$ cat config.mk
export PLATFORM = sky130hd
export DESIGN_NAME = adder_result_accum
export DESIGN_NICKNAME = d
export VERILOG_FILES = /design/src/rtl/adder_result_accum.sv
export SDC_FILE = /design/constraint.sdc
export NUM_CORES = 1
export LEC_CHECK = 0
export BUFFER_PORTS_ARGS = -buffer_cell sky130_fd_sc_hd__buf_4
export CAP_MARGIN = 10
export CORE_MARGIN = 5
export CORE_UTILIZATION = 35
export CTS_BUF_LIST = sky130_fd_sc_hd__clkbuf_8
export DETAILED_ROUTE_END_ITERATION = 7
export SLEW_MARGIN = 10
export SYNTH_ARGS = -nofsm -noshare
export SYNTH_HDL_FRONTEND = slang
export SYNTH_SLANG_ARGS = --single-unit
$ cat constraint.sdc
create_clock -name clk -period 2.6 [get_ports clk]
set_input_delay 0.13 -clock clk [delete_from_list [all_inputs] [get_ports clk]]
set_output_delay 0.13 -clock clk [all_outputs]
set_load 0.005 [all_outputs]
$ cat src/rtl/adder_result_accum.sv
// Windowed accumulator for the adder stage: sums NUM_SAMPLES sum_i values, counts carries, hands off via valid/ready.
// Optional macros: USE_POWER_PINS (adds VPWR/VGND), ACCUM_SATURATE_EN (clamp instead of wrap on overflow).
module adder_result_accum #(
  parameter int unsigned SUM_W       = 8,
  parameter int unsigned ACC_W       = 16,
  parameter int unsigned NUM_SAMPLES = 8,
  localparam int unsigned CNT_W      = $clog2(NUM_SAMPLES + 1)
) (
`ifdef USE_POWER_PINS
  inout  wire               VPWR,
  inout  wire               VGND,
`endif
  input  logic              clk,
  input  logic              rst_n,
  input  logic              start_i,
  input  logic [SUM_W-1:0]  sum_i,
  input  logic              carry_i,
  output logic [ACC_W-1:0]  result_o,
  output logic [CNT_W-1:0]  carry_cnt_o,
  output logic              overflow_o,
  output logic              valid_o,
  input  logic              ready_i,
  output logic              busy_o
);

  localparam int unsigned EXT_W = ACC_W + 1;

  typedef enum logic [1:0] {
    S_IDLE  = 2'd0,
    S_ACCUM = 2'd1,
    S_DONE  = 2'd2
  } state_t;

  state_t             r_state;
  state_t             w_state_nxt;
  logic [ACC_W-1:0]   r_acc;
  logic [ACC_W-1:0]   w_acc_nxt;
  logic [CNT_W-1:0]   r_ccnt;
  logic [CNT_W-1:0]   w_ccnt_nxt;
  logic [CNT_W-1:0]   r_smp;
  logic [CNT_W-1:0]   w_smp_nxt;
  logic               r_ovf;
  logic               w_ovf_nxt;
  logic               r_valid;
  logic               w_valid_nxt;
  logic               r_busy;
  logic               w_busy_nxt;
  logic [EXT_W-1:0]   w_sum;
  logic               w_last;

  // Carry-out of the widened add is the overflow indication.
  assign w_sum  = {1'b0, r_acc} + EXT_W'(sum_i);
  assign w_last = (r_smp == CNT_W'(NUM_SAMPLES - 1));

  // State register and all output registers.
  always_ff @(posedge clk or negedge rst_n) begin
    if (!rst_n) begin
      r_state <= S_IDLE;
      r_acc   <= '0;
      r_ccnt  <= '0;
      r_smp   <= '0;
      r_ovf   <= 1'b0;
      r_valid <= 1'b0;
      r_busy  <= 1'b0;
    end else begin
      r_state <= w_state_nxt;
      r_acc   <= w_acc_nxt;
      r_ccnt  <= w_ccnt_nxt;
      r_smp   <= w_smp_nxt;
      r_ovf   <= w_ovf_nxt;
      r_valid <= w_valid_nxt;
      r_busy  <= w_busy_nxt;
    end
  end

  // Next-state and next-output logic.
  always_comb begin
    w_state_nxt = r_state;
    w_acc_nxt   = r_acc;
    w_ccnt_nxt  = r_ccnt;
    w_smp_nxt   = r_smp;
    w_ovf_nxt   = r_ovf;
    w_valid_nxt = r_valid;
    w_busy_nxt  = r_busy;
    case (r_state)
      S_IDLE: begin
        if (start_i) begin
          w_state_nxt = S_ACCUM;
          w_acc_nxt   = '0;
          w_ccnt_nxt  = '0;
          w_smp_nxt   = '0;
          w_ovf_nxt   = 1'b0;
          w_busy_nxt  = 1'b1;
        end
      end
      S_ACCUM: begin
`ifdef ACCUM_SATURATE_EN
        w_acc_nxt  = w_sum[ACC_W] ? {ACC_W{1'b1}} : w_sum[ACC_W-1:0];
`else
        w_acc_nxt  = w_sum[ACC_W-1:0];
`endif
        w_ccnt_nxt = r_ccnt + CNT_W'(carry_i);
        w_smp_nxt  = r_smp + CNT_W'(1);
        if (w_sum[ACC_W]) begin
          w_ovf_nxt = 1'b1;
        end
        if (w_last) begin
          w_state_nxt = S_DONE;
          w_valid_nxt = 1'b1;
        end
      end
      S_DONE: begin
        if (ready_i) begin
          w_state_nxt = S_IDLE;
          w_valid_nxt = 1'b0;
          w_busy_nxt  = 1'b0;
        end
      end
      default: begin
        w_state_nxt = S_IDLE;
        w_valid_nxt = 1'b0;
        w_busy_nxt  = 1'b0;
      end
    endcase
  end

  assign result_o    = r_acc;
  assign carry_cnt_o = r_ccnt;
  assign overflow_o  = r_ovf;
  assign valid_o     = r_valid;
  assign busy_o      = r_busy;

endmodule

==> metrics.md <==
| Metric | Value |
|---|---|
| Outcome | `finished, final reports clean` |
| Worst EP required | `2.80 ns` |
| Clock share of power | `0.165` |
| Final worst slack | `0.471 ns` |
| CP startpoint kind | `flip-flop` |
| Port Buf Inserts | `35` |
| Fin cells | `260` |
| CP max FO | `5` |
| Root buffer cell | `clkbuf_8` |
| Mean area per synthesized cell | `9.84 um^2` |
| Vias in the first global route | `1,286` |
| Placed cell count | `252` |
| WL met3 | `229 um` |
| Die footprint | `6130 um^2` |
| Bufs on Longest Clock Path | `2` |
| Initial Utilization | `0.367` |
| Tightest Pin Transition | `0.529 ns` |
| Clk_lat worst skew | `0.28 ns` |
| Hold Slack | `0.0373 ns` |
| Layout Nets | `233` |
| CP endpoint kind | `flip-flop` |
| Yosys Warn Count | `0` |
| Vias per cell | `5.02` |
| Hold WC Path Type | `in2reg` |
| Comb pwr share | `0.483` |
| LEAKAGE | `0.00101 uW` |
| Primary FF master, synth | `dfrtp_1` |
| Yosys reg bits | `29` |
| RSZ-0062 raised after global routing | `false` |
| DR vias | `1,304` |
| Mapped Area | `1630 um^2` |
| Syn nets | `191` |
| Final slew viol count | `0` |
| Post-synthesis sequential area ratio | `0.444` |
| P&R area growth vs syn | `26.2%` |
| Pin count of the biggest net entering global routing | `30` |
| H-tree Lvls | `2` |
| Worst setup path class | `reg2reg` |
| Final TNS setup | `0 ns` |
| All-layer global routing usage | `0.125` |
| Grt ovf | `0` |
| Cell Rows | `24` |
| Maxcap violations | `0` |
| Top Layer Used | `met4` |
| PD cells | `1090 nW/um^2` |
| CTS sink cnt | `29` |
| Ys async rst share | `1.00` |
| Post-CTS setup buffers | `0` |
| DRT Pass-1 Iters | `4` |
| Initial DRC count | `55` |
| Final min period | `2.13 ns` |
| GPL Wtd Cong | `0.788` |
| Clk pin slew, worst setup/hold paths | `0.06 ns` |
| Peak VDD IR | `0.000618 V` |
| EDFF count, synth | `0` |
| Layout cells sized above 1 | `0.236` |
| Die Height | `78.3 um` |
| Switching Fraction | `0.394` |
| Final setup fails | `0` |
| P_int | `1370 uW` |
| Initial antenna violation count | `0` |
| Met2 WL | `1.58 mm` |
| Ant. Diodes | `0` |
| DR WL/cell | `13.8 um` |
| Routed WL | `3.58 mm` |
| Post-synth cell types | `39` |
| CTS tree | `done` |
| DRC violations left | `0` |
| Io pins | `36` |
| M1 wire length | `1.72 mm` |
| Hpwl dp | `2.54 mm` |
| Core area | `4440 um^2` |
| Net Sw Power | `887 uW` |
| Final antenna-violating net count | `0` |
| Reg power frac | `0.352` |
| Clock skew | `0.00539 ns` |
| Final hold violation count | `0` |
| Fmax | `470 MHz` |
| Cts bufs inserted | `5` |
| First-pass GRT wire length | `6.11 mm` |
| Slew HR | `0.646` |
| Pre-CTS WS | `0.468 ns` |
| Width of the die | `78.3 um` |
| Synth Instances | `166` |
| CP arrival | `2.33 ns` |
| Fin crit share | `0.819` |
area by class of cell:
class	instances	area, um^2
Clock buffer	6	82.6
Multi-Input combinational cell	129	877
Tap cell	52	65.1
Sequential cell	29	726
Inverter	5	18.8
Timing Repair Buffer	38	288
Fill cell	427	2380
Clock inverter	1	3.75
power by group through the flow:
| stage | combinational [uW] | clock [uW] | sequential [uW] |
|---|---|---|---|
| after floorplan | 708 | 0 | 779 |
| after global placement | 1090 | 0 | 797 |
| after detailed placement | 1090 | 0 | 798 |
| after CTS | 1100 | 381 | 794 |
| after global routing | 1240 | 401 | 824 |
| final | 1090 | 373 | 793 |
metal layers:
layer	vias to the layer above	track usage
met4	0	0.0420
met3	4	0.0481
li1	686	-
met1	583	0.169
met5	-	0
met2	31	0.185
kinds of logic after synthesis:
family,after synthesis,synth area share
compound gates,47,0.202
fa+ha+maj,12,0.0966
simple gates,59,0.174
buf+inv,8,0.0184
flops,29,0.444
xor+xnor,4,0.0215
mux,7,0.0429
flip-flops by register name (all words and copies together), names as in the netlist:
| signal | flops |
|---|---|
| r_smp | 4 |
| valid_o | 1 |
| r_state | 2 |
| result_o | 16 |
| overflow_o | 1 |
| carry_cnt_o | 4 |
| busy_o | 1 |
synth_stat cells, types with 2 or more instances:
cell type | n | area [um^2]
a32o_1 | 2 | 20.0
a21o_1 | 3 | 22.5
xor2_1 | 3 | 26.3
a21oi_1 | 7 | 35.0
inv_1 | 5 | 18.8
mux2i_1 | 7 | 70.1
ha_1 | 11 | 138
dfrtp_1 | 29 | 726
nand4_1 | 4 | 25.0
nand3_1 | 8 | 40.0
nand2b_1 | 4 | 25.0
nor2_1 | 8 | 30.0
nand2_1 | 27 | 101
a22o_1 | 4 | 35.0
clkbuf_1 | 3 | 11.3
o21ai_0 | 18 | 90.1
repair_timing:
item | 4_1_cts | 5_1_grt
hold buffers | 1 | 0
hold endpoints to repair | 29 | 0
gates resized for setup | 0 | 0
worst max-delay path, stage by stage (launching register included):
cell and delay, ns:
dfrtp_1 0.36, ha_1 0.17, inv_1 0.06, fa_1 0.37, nand2b_1 0.19, a21oi_1 0.18
o41a_1 0.29, and4_4 0.25, mux2i_1 0.17
final timing paths:
kind                       slack, ns           end  depth (start not counted)         from
min                             0.04    r_state[1]                          2      ready_i
max reg2reg                     0.47  result_o[10]                          8  result_o[0]
min reg2reg                     0.47    overflow_o                          2   overflow_o
min in group asynchronous       0.31   result_o[3]                          2        rst_n
max in group asynchronous       2.01   result_o[8]                          2        rst_n
max                             0.47  result_o[10]                          8  result_o[0]
per-stage QoR:
step / power (uW) / instance area (um^2) / utilization
detailed placement: 1890 / 1960 / 0.442
CTS: 2280 / 2060 / 0.464
global placement: 1890 / 1960 / 0.442
finish: 2260 / 2060 / 0.464
floorplan: 1490 / 1630 / -
global route: 2470 / 2060 / 0.464
cells in the final DEF (no fill, tap or decap), drive strengths merged, types with 2 or more instances in the layout:
cell and count:
a21o 4, a21oi 9, a22o 4, a32o 2, and4 2, buf 37
clkbuf 6, dfrtp 29, ha 11, inv 6, mux2i 7, nand2 27
nand2b 4, nand3 8, nand4 4, nor2 8, o21ai 18, xor2 3
Note: power is estimated with default switching activity, not from simulation.
